File: src/rtl/boolean_sweep_ctrl.sv
// boolean_sweep_ctrl
//   Walks a 3-input boolean datapath through all eight input vectors {a,b,c} = 0..7.
//   Each vector is held for SETTLE_CYCLES cycles, then y is captured into truth_table[idx].
//   A one-cycle done pulse marks the end of a complete sweep. An abort returns to idle
//   without a done pulse and keeps any bits captured so far.
//
//   Optional feature: define BOOLEAN_SWEEP_CHECK_EN to add a compare against expected_tt.
//
// Ports
//   clk           clock, rising edge
//   rst_n         asynchronous active-low reset
//   start         request a sweep (honoured only when idle)
//   abort         cancel a sweep in progress
//   y             datapath output under test
//   a, b, c       registered datapath inputs (a = MSB of the vector index)
//   busy          sweep in progress (drive or sample phase)
//   done          one-cycle pulse when a sweep completes
//   truth_table   captured y values, bit i = y for index i
//   expected_tt   (BOOLEAN_SWEEP_CHECK_EN) reference truth table
//   mismatch      (BOOLEAN_SWEEP_CHECK_EN) any bit of mismatch_mask set
//   mismatch_mask (BOOLEAN_SWEEP_CHECK_EN) truth_table XOR expected_tt, taken at done
module boolean_sweep_ctrl #(
  parameter int unsigned SETTLE_CYCLES = 1  // legal range 1..15
) (
  input  logic       clk,
  input  logic       rst_n,
  input  logic       start,
  input  logic       abort,
  input  logic       y,
`ifdef BOOLEAN_SWEEP_CHECK_EN
  input  logic [7:0] expected_tt,
  output logic       mismatch,
  output logic [7:0] mismatch_mask,
`endif
  output logic       a,
  output logic       b,
  output logic       c,
  output logic       busy,
  output logic       done,
  output logic [7:0] truth_table
);

  typedef enum logic [1:0] {
    StIdle,
    StDrive,
    StSample,
    StDone
  } state_e;

  localparam logic [3:0] CntLast = 4'(SETTLE_CYCLES - 1);

  state_e     state_q, state_d;
  logic [2:0] idx_q, idx_d;
  logic [3:0] cnt_q, cnt_d;
  logic [2:0] abc_q, abc_d;
  logic [7:0] tt_q, tt_d;
  logic       accept;

  // abort has priority over start, so a combined request never starts a sweep.
  assign accept = (state_q == StIdle) && start && !abort;

  always_ff @(posedge clk or negedge rst_n) begin
    if (!rst_n) begin
      state_q <= StIdle;
      idx_q   <= 3'd0;
      cnt_q   <= 4'd0;
      abc_q   <= 3'd0;
      tt_q    <= 8'h00;
    end else begin
      state_q <= state_d;
      idx_q   <= idx_d;
      cnt_q   <= cnt_d;
      abc_q   <= abc_d;
      tt_q    <= tt_d;
    end
  end

  always_comb begin
    state_d = state_q;
    idx_d   = idx_q;
    cnt_d   = cnt_q;
    abc_d   = abc_q;
    tt_d    = tt_q;
    unique case (state_q)
      StIdle: begin
        if (accept) begin
          state_d = StDrive;
          idx_d   = 3'd0;
          cnt_d   = 4'd0;
          abc_d   = 3'd0;
          tt_d    = 8'h00;
        end
      end
      StDrive: begin
        if (abort) begin
          state_d = StIdle;
          abc_d   = 3'd0;
        end else begin
          cnt_d = cnt_q + 4'd1;
          if (cnt_q == CntLast) begin
            state_d = StSample;
          end
        end
      end
      StSample: begin
        // An abort on the capture edge drops this vector's result.
        if (abort) begin
          state_d = StIdle;
          abc_d   = 3'd0;
        end else begin
          tt_d[idx_q] = y;
          if (idx_q == 3'd7) begin
            state_d = StDone;
          end else begin
            state_d = StDrive;
            idx_d   = idx_q + 3'd1;
            abc_d   = idx_q + 3'd1;
            cnt_d   = 4'd0;
          end
        end
      end
      StDone: begin
        // idx stays at 7; only the driven vector returns to zero.
        state_d = StIdle;
        abc_d   = 3'd0;
      end
      default: begin
        state_d = StIdle;
      end
    endcase
  end

  assign {a, b, c}   = abc_q;
  assign busy        = (state_q == StDrive) || (state_q == StSample);
  assign done        = (state_q == StDone);
  assign truth_table = tt_q;

`ifdef BOOLEAN_SWEEP_CHECK_EN
  logic       mismatch_q;
  logic [7:0] mismatch_mask_q;

  // Both results are computed from the final truth table in the done cycle, so
  // mismatch reflects the same sweep as mismatch_mask.
  always_ff @(posedge clk or negedge rst_n) begin
    if (!rst_n) begin
      mismatch_q      <= 1'b0;
      mismatch_mask_q <= 8'h00;
    end else if (accept) begin
      mismatch_q      <= 1'b0;
      mismatch_mask_q <= 8'h00;
    end else if (state_q == StDone) begin
      mismatch_mask_q <= tt_q ^ expected_tt;
      mismatch_q      <= |(tt_q ^ expected_tt);
    end
  end

  assign mismatch      = mismatch_q;
  assign mismatch_mask = mismatch_mask_q;
`endif

endmodule
File: config.mk
export PLATFORM = sky130hd
export DESIGN_NAME = boolean_sweep_ctrl
export DESIGN_NICKNAME = d
export VERILOG_FILES = /design/src/rtl/boolean_sweep_ctrl.sv
export SDC_FILE = /design/constraint.sdc
export NUM_CORES = 1
export LEC_CHECK = 0
export ABC_AREA = 0
export CORE_MARGIN = 3
export CORE_UTILIZATION = 47
export CTS_BUF_LIST = sky130_fd_sc_hd__clkbuf_16
export DETAILED_ROUTE_END_ITERATION = 10
export GPL_ROUTABILITY_DRIVEN = 0
export PLACE_DENSITY = 0.74
export SETUP_SLACK_MARGIN = 0.3
export SLEW_MARGIN = 10
export SYNTH_ARGS = -nofsm -noshare
export SYNTH_HDL_FRONTEND = slang
export SYNTH_SLANG_ARGS = --single-unit
File: constraint.sdc
create_clock -name clk -period 1.7 [get_ports clk]
set_input_delay 0.34 -clock clk [delete_from_list [all_inputs] [get_ports clk]]
set_output_delay 0.34 -clock clk [all_outputs]
set_load 0.02 [all_outputs]
[Yosys cells after proc, flatten, opt, wreduce, memory -nomap -nowiden]
Index checks and enable logic that the tools add are counted.
Word-level totals
  logic and storage cells: 58
  register bits: 20
  input port bits: 5
  output and inout port bits: 13
Operators by class
  reductions and logical operators: 14
  equal/unequal tests: 11
  mux-type cells: 24
  magnitude comparators: 2
  add/subtract/negate cells: 2
Operators with widths (number)
  $mux W4: 4
  $mux W8: 2
  $pmux W8 S2: 1
  $mux W3: 5
  $pmux W3 S4: 1
  $pmux W4 S3: 1
  $mux W2: 5
  $ne A2 B2 Y1 const B: 5
  $bwmux W8: 1
  $pmux W2 S4: 1
  $ne A3 B3 Y1 const B: 2
  $pmux W3 S2: 1
  $reduce_and A3 Y1: 2
  $reduce_and A5 Y1: 1
  $add A4 B1 Y4 const B: 1
  $eq A2 B2 Y1 const B: 2
  $logic_not A4 Y1: 1
  $lt A3 B4 Y1 const B: 1
  $reduce_and A4 Y1: 1
  $add A3 B1 Y3 const B: 1
  $demux W1 S3: 1
  $eq A3 B3 Y1 const B: 1
  $ge A3 B1 Y1 const B: 1
  $logic_and A1 B1 Y1: 3
  8 further kinds: 8

[Depth between registers and ports, before layout]
  word-level depth: 7
  depth in mapped cells: 7
  depth with buffers taken out: 6

[Least setup slack after synthesis]
Ideal clock, no wire load.
  kind: reg2reg
  start point: reg state_q[0]
  end point: reg cnt_q[3]
  arrival: 1.721 ns
  slack: -0.090 ns
  period minus slack after synthesis: 1.790 ns
  library setup time: 0.069 ns
  cell stages (with the launch flop): 8
  buffers on the path: 1
  data required time: 1.631 ns
  cells stage by stage: dfrtp_1 -> inv_1 -> ha_1 -> buf_6 -> o31ai_4 -> nand3_4 -> or4b_1 -> nand3_1
Between the ends
  word-level cells in the longest chain between the ends: 5
  elaborated cells on any way between the ends: 12
  those cells by class: eq/ne: 6; mux: 1; reduce/logical: 5
RTL lines
  start: declaration: RTL line 52  | state_e state_q, state_d;
  start signal: assignment: RTL line 64  | state_q <= StIdle;
  start signal: assignment: RTL line 70  | state_q <= state_d;
  $logic_not A2 Y1: RTL line 60, 84
  $logic_and A1 B1 Y1 (2 in a row): RTL line 60  | assign accept = (state_q == StIdle) && start && !abort;
  $ne A2 B2 Y1 (no source line)
  $reduce_and A5 Y1 (no source line)
  end signal: assignment: RTL line 72  | cnt_q <= cnt_d;
  end: declaration: RTL line 54  | logic [3:0] cnt_q, cnt_d;
Parallel ways exist; a longest one is shown, timed or not.
A chain may end at the register's enable or synchronous reset.

[Final worst setup path]
  start point: reg state_q[1]
  end point: reg cnt_q[3]
Same word-level chain as after synthesis.

==> flow_summary.toml <==
[finish]
fillCellCount = 101
layout_commonest_cell = "dfrtp_1"
antenna-diode-count = 0
nets = 181
syn2layout_area_growth_pct = 61.7
layout-drive-gt1-share_pct = 40.6
regArea_um2 = 502
layout_common_cells = "dfrtp_1, buf_4, nand2_1, o21ai_1"
multiInputGateArea_um2 = 828

[global_routing]
gr-usage-all-layers_pct = 21.9
grt_pass1_vias = 1107
grt_overflow = 0
grt_max_degree = 21
antenna_found_initial = 0
grt_pass1_wl_mm = 5.32

[floorplan]
rows = 17
dieHeight_um = 55.8
die_area_um2 = 3110
io_pins = 18
dieWidth_um = 55.8
start_util_pct = 51.2
coreArea_um2 = 2280

[timing]
hold_viol_final = 0
final.setup.worst_slack_ns = -0.0217
period_needed_ns = 1.72
max-slew-margin-rel_pct = 78.7
finClkSkew_ns = 0.00212
worstMarginPinSlew_ns = 0.319
period_share_pct = 101
grt_setup_unrepaired = "yes"
fmax_ghz = 0.581
fin_setup_tns_ns = -0.0232
setup-violations-final = 2
slew_viol_final = 0

[route]
num_vias = 1165
viasPerCell = 6.04
drt_iter0_drc = 38
drc = 0
routedWlPerCell_um = 20.6
ant_nets = 0
wl_mm = 3.99
drt_pass1_iterations = 5

[yosys]
synth_seq_cells = 20
synth_cell_types = 31
yosys.area_share.simple_pct = 15.1
yosys_warnings = 0
syn-cell-area_um2 = 1160
synth_xor_area_share_pct = 0
syn_area_per_cell_um2 = 9.47
syn_nets = 137
ys_seq_area_share_pct = 43.0
ys.flop_type = "dfrtp_1"
syn_inst = 123
synth-compound-area-share_pct = 23.6
synth_top_family_by_area = "compound AO/OA/AOI/OAI gates"
synth_fa_ha_area_share_pct = 9.67
synth_edf_count = 0
ys_async_sr_fraction_pct = 100
synth.area.mux_share_pct = 3.54

[worst_hold_path]
hold_path_class = "in -> async"

[placement]
port_buffers = 17
hpwl_mm = 1.94
dp_slack_ns = -0.0347

[cts]
clk_latency_ns = 0.25
numCtsBuffers = 3
clk_path_buf_depth = 2
cts_tree = "yes"
clk_pin_slew_ns = 0.05
cts_sinks = 20
root_buffer = "clkbuf_16"
cts_htree_levels = 1
cts_hold_buf = 0

[power]
power.total_uw = 3040
vdd_drop_max_uv = 1650
power_density_nw_per_um2 = 1610
leakagePower_uw = 0.000843

[run]
maxCapViolCount = 0

[setup_path]
path_delay_family = "simple AND/OR/NAND/NOR gates"
crit_slowest_cell = "dfrtp_2"
critPathKind = "reg -> reg"
start_kind = "flip-flop"
slowest_delay_ns = 0.47
cp-end-kind = "flip-flop"
crit_fanout = 5
worstPathRequired_ns = 1.89
path_buf_inv = 1
cp.arrival_ns = 1.91
crit_chain = "inv_4 > ha_4 > o31ai_4 > nand3_4 > or4b_1 > nand3_1"

[outcome]
violations = "negative setup slack"
status = "finished, violations left"
==> synth_stat cells, types with 2 or more instances <==
library cell	n	area [µm²]
dfrtp_1	20	500
o21ai_0	20	100
nand2_1	15	56.3
ha_1	9	113
inv_1	8	30.0
a21oi_1	5	25.0
nor2_1	5	18.8
a31oi_1	4	25.0
nand2b_1	4	25.0
mux2i_1	3	30.0
nand3_1	3	15.0
nand4_1	3	18.8
o21a_1	3	22.5
o31ai_1	3	22.5
clkbuf_1	2	7.51
==> report_power, final <==
group	internal, µW	total, µW	leakage, µW	switching (µW)
logic	914	1880	0.000532	965
clock network	311	487	0.0000370	176
registers	565	669	0.000274	103
==> final timing paths <==
| check | endpoint | startpoint | slack, ns | cells past startpoint |
|---|---|---|---|---|
| worst max register to register | cnt_q[3] | state_q[1] | -0.02 | 6 |
| worst max-delay path | cnt_q[3] | state_q[1] | -0.02 | 6 |
| worst min-delay path | truth_table[0] | rst_n | 0.43 | 2 |
| worst min register to register | truth_table[2] | truth_table[2] | 0.48 | 2 |
| min in group clk | truth_table[2] | truth_table[2] | 0.48 | 2 |
| max in group asynchronous | state_q[1] | rst_n | 1.03 | 2 |
==> kinds of logic (layout without fill, tap and decap cells) <==
logic type,Yosys count,after routing
AOI/OAI and AO/OA,43,43
and+or+nand+nor,34,34
DFF,20,20
buffers and inverters,13,55
adders and majority gates,9,9
muxes,4,4
==> layout make-up <==
class	count	share of cell area, %
Clock buffer	3	3.99
Inverter	8	1.86
Multi-Input combinational cell	90	44.0
Sequential cell	20	26.6
Tap cell	28	1.86
Timing Repair Buffer	44	21.7
==> sequential cells by signal, summed over array words and instances (netlist names) <==
register,cells
abc_q,3
cnt_q,4
idx_q,3
state_q,2
truth_table,8
==> metrics by stage <==
| step | cells | utilization, % | hold slack [ns] | instance area (µm²) |
|---|---|---|---|---|
| 2_1_floorplan | 123 | - | 0.0444 | 1230 |
| 3_3_place_gp | 177 | 66.4 | 0.469 | 1510 |
| 3_5_place_dp | 177 | 66.4 | 0.478 | 1510 |
| 4_1_cts | 189 | 76.5 | 0.437 | 1740 |
| 5_1_grt | 193 | 82.7 | 0.458 | 1880 |
| 6_report | 193 | 82.7 | 0.430 | 1880 |
==> worst register-to-register path: cells and delay by family (launching register included) <==
family	cells	cell delay [ns]
and+or+nand+nor	3	0.64
DFF	1	0.47
AOI/OAI and AO/OA	1	0.28
adders and majority gates	1	0.19
buffers and inverters	1	0.08
==> timing repair <==
action                     4_1_cts  5_1_grt
setup endpoints to repair       33       22
hold endpoints to repair         0        0
buffers inserted                 9        4
resized for setup               45       31
pin swaps                       11       14
==> metal layers <==
layer,up-vias,GRT usage (%),wire (µm)
met5,-,0,0
met4,0,7.99,176
met3,18,3.25,237
met2,59,38.2,1970
met1,559,27.4,1600
li1,529,-,-
Power figures use the tool's default switching activity.
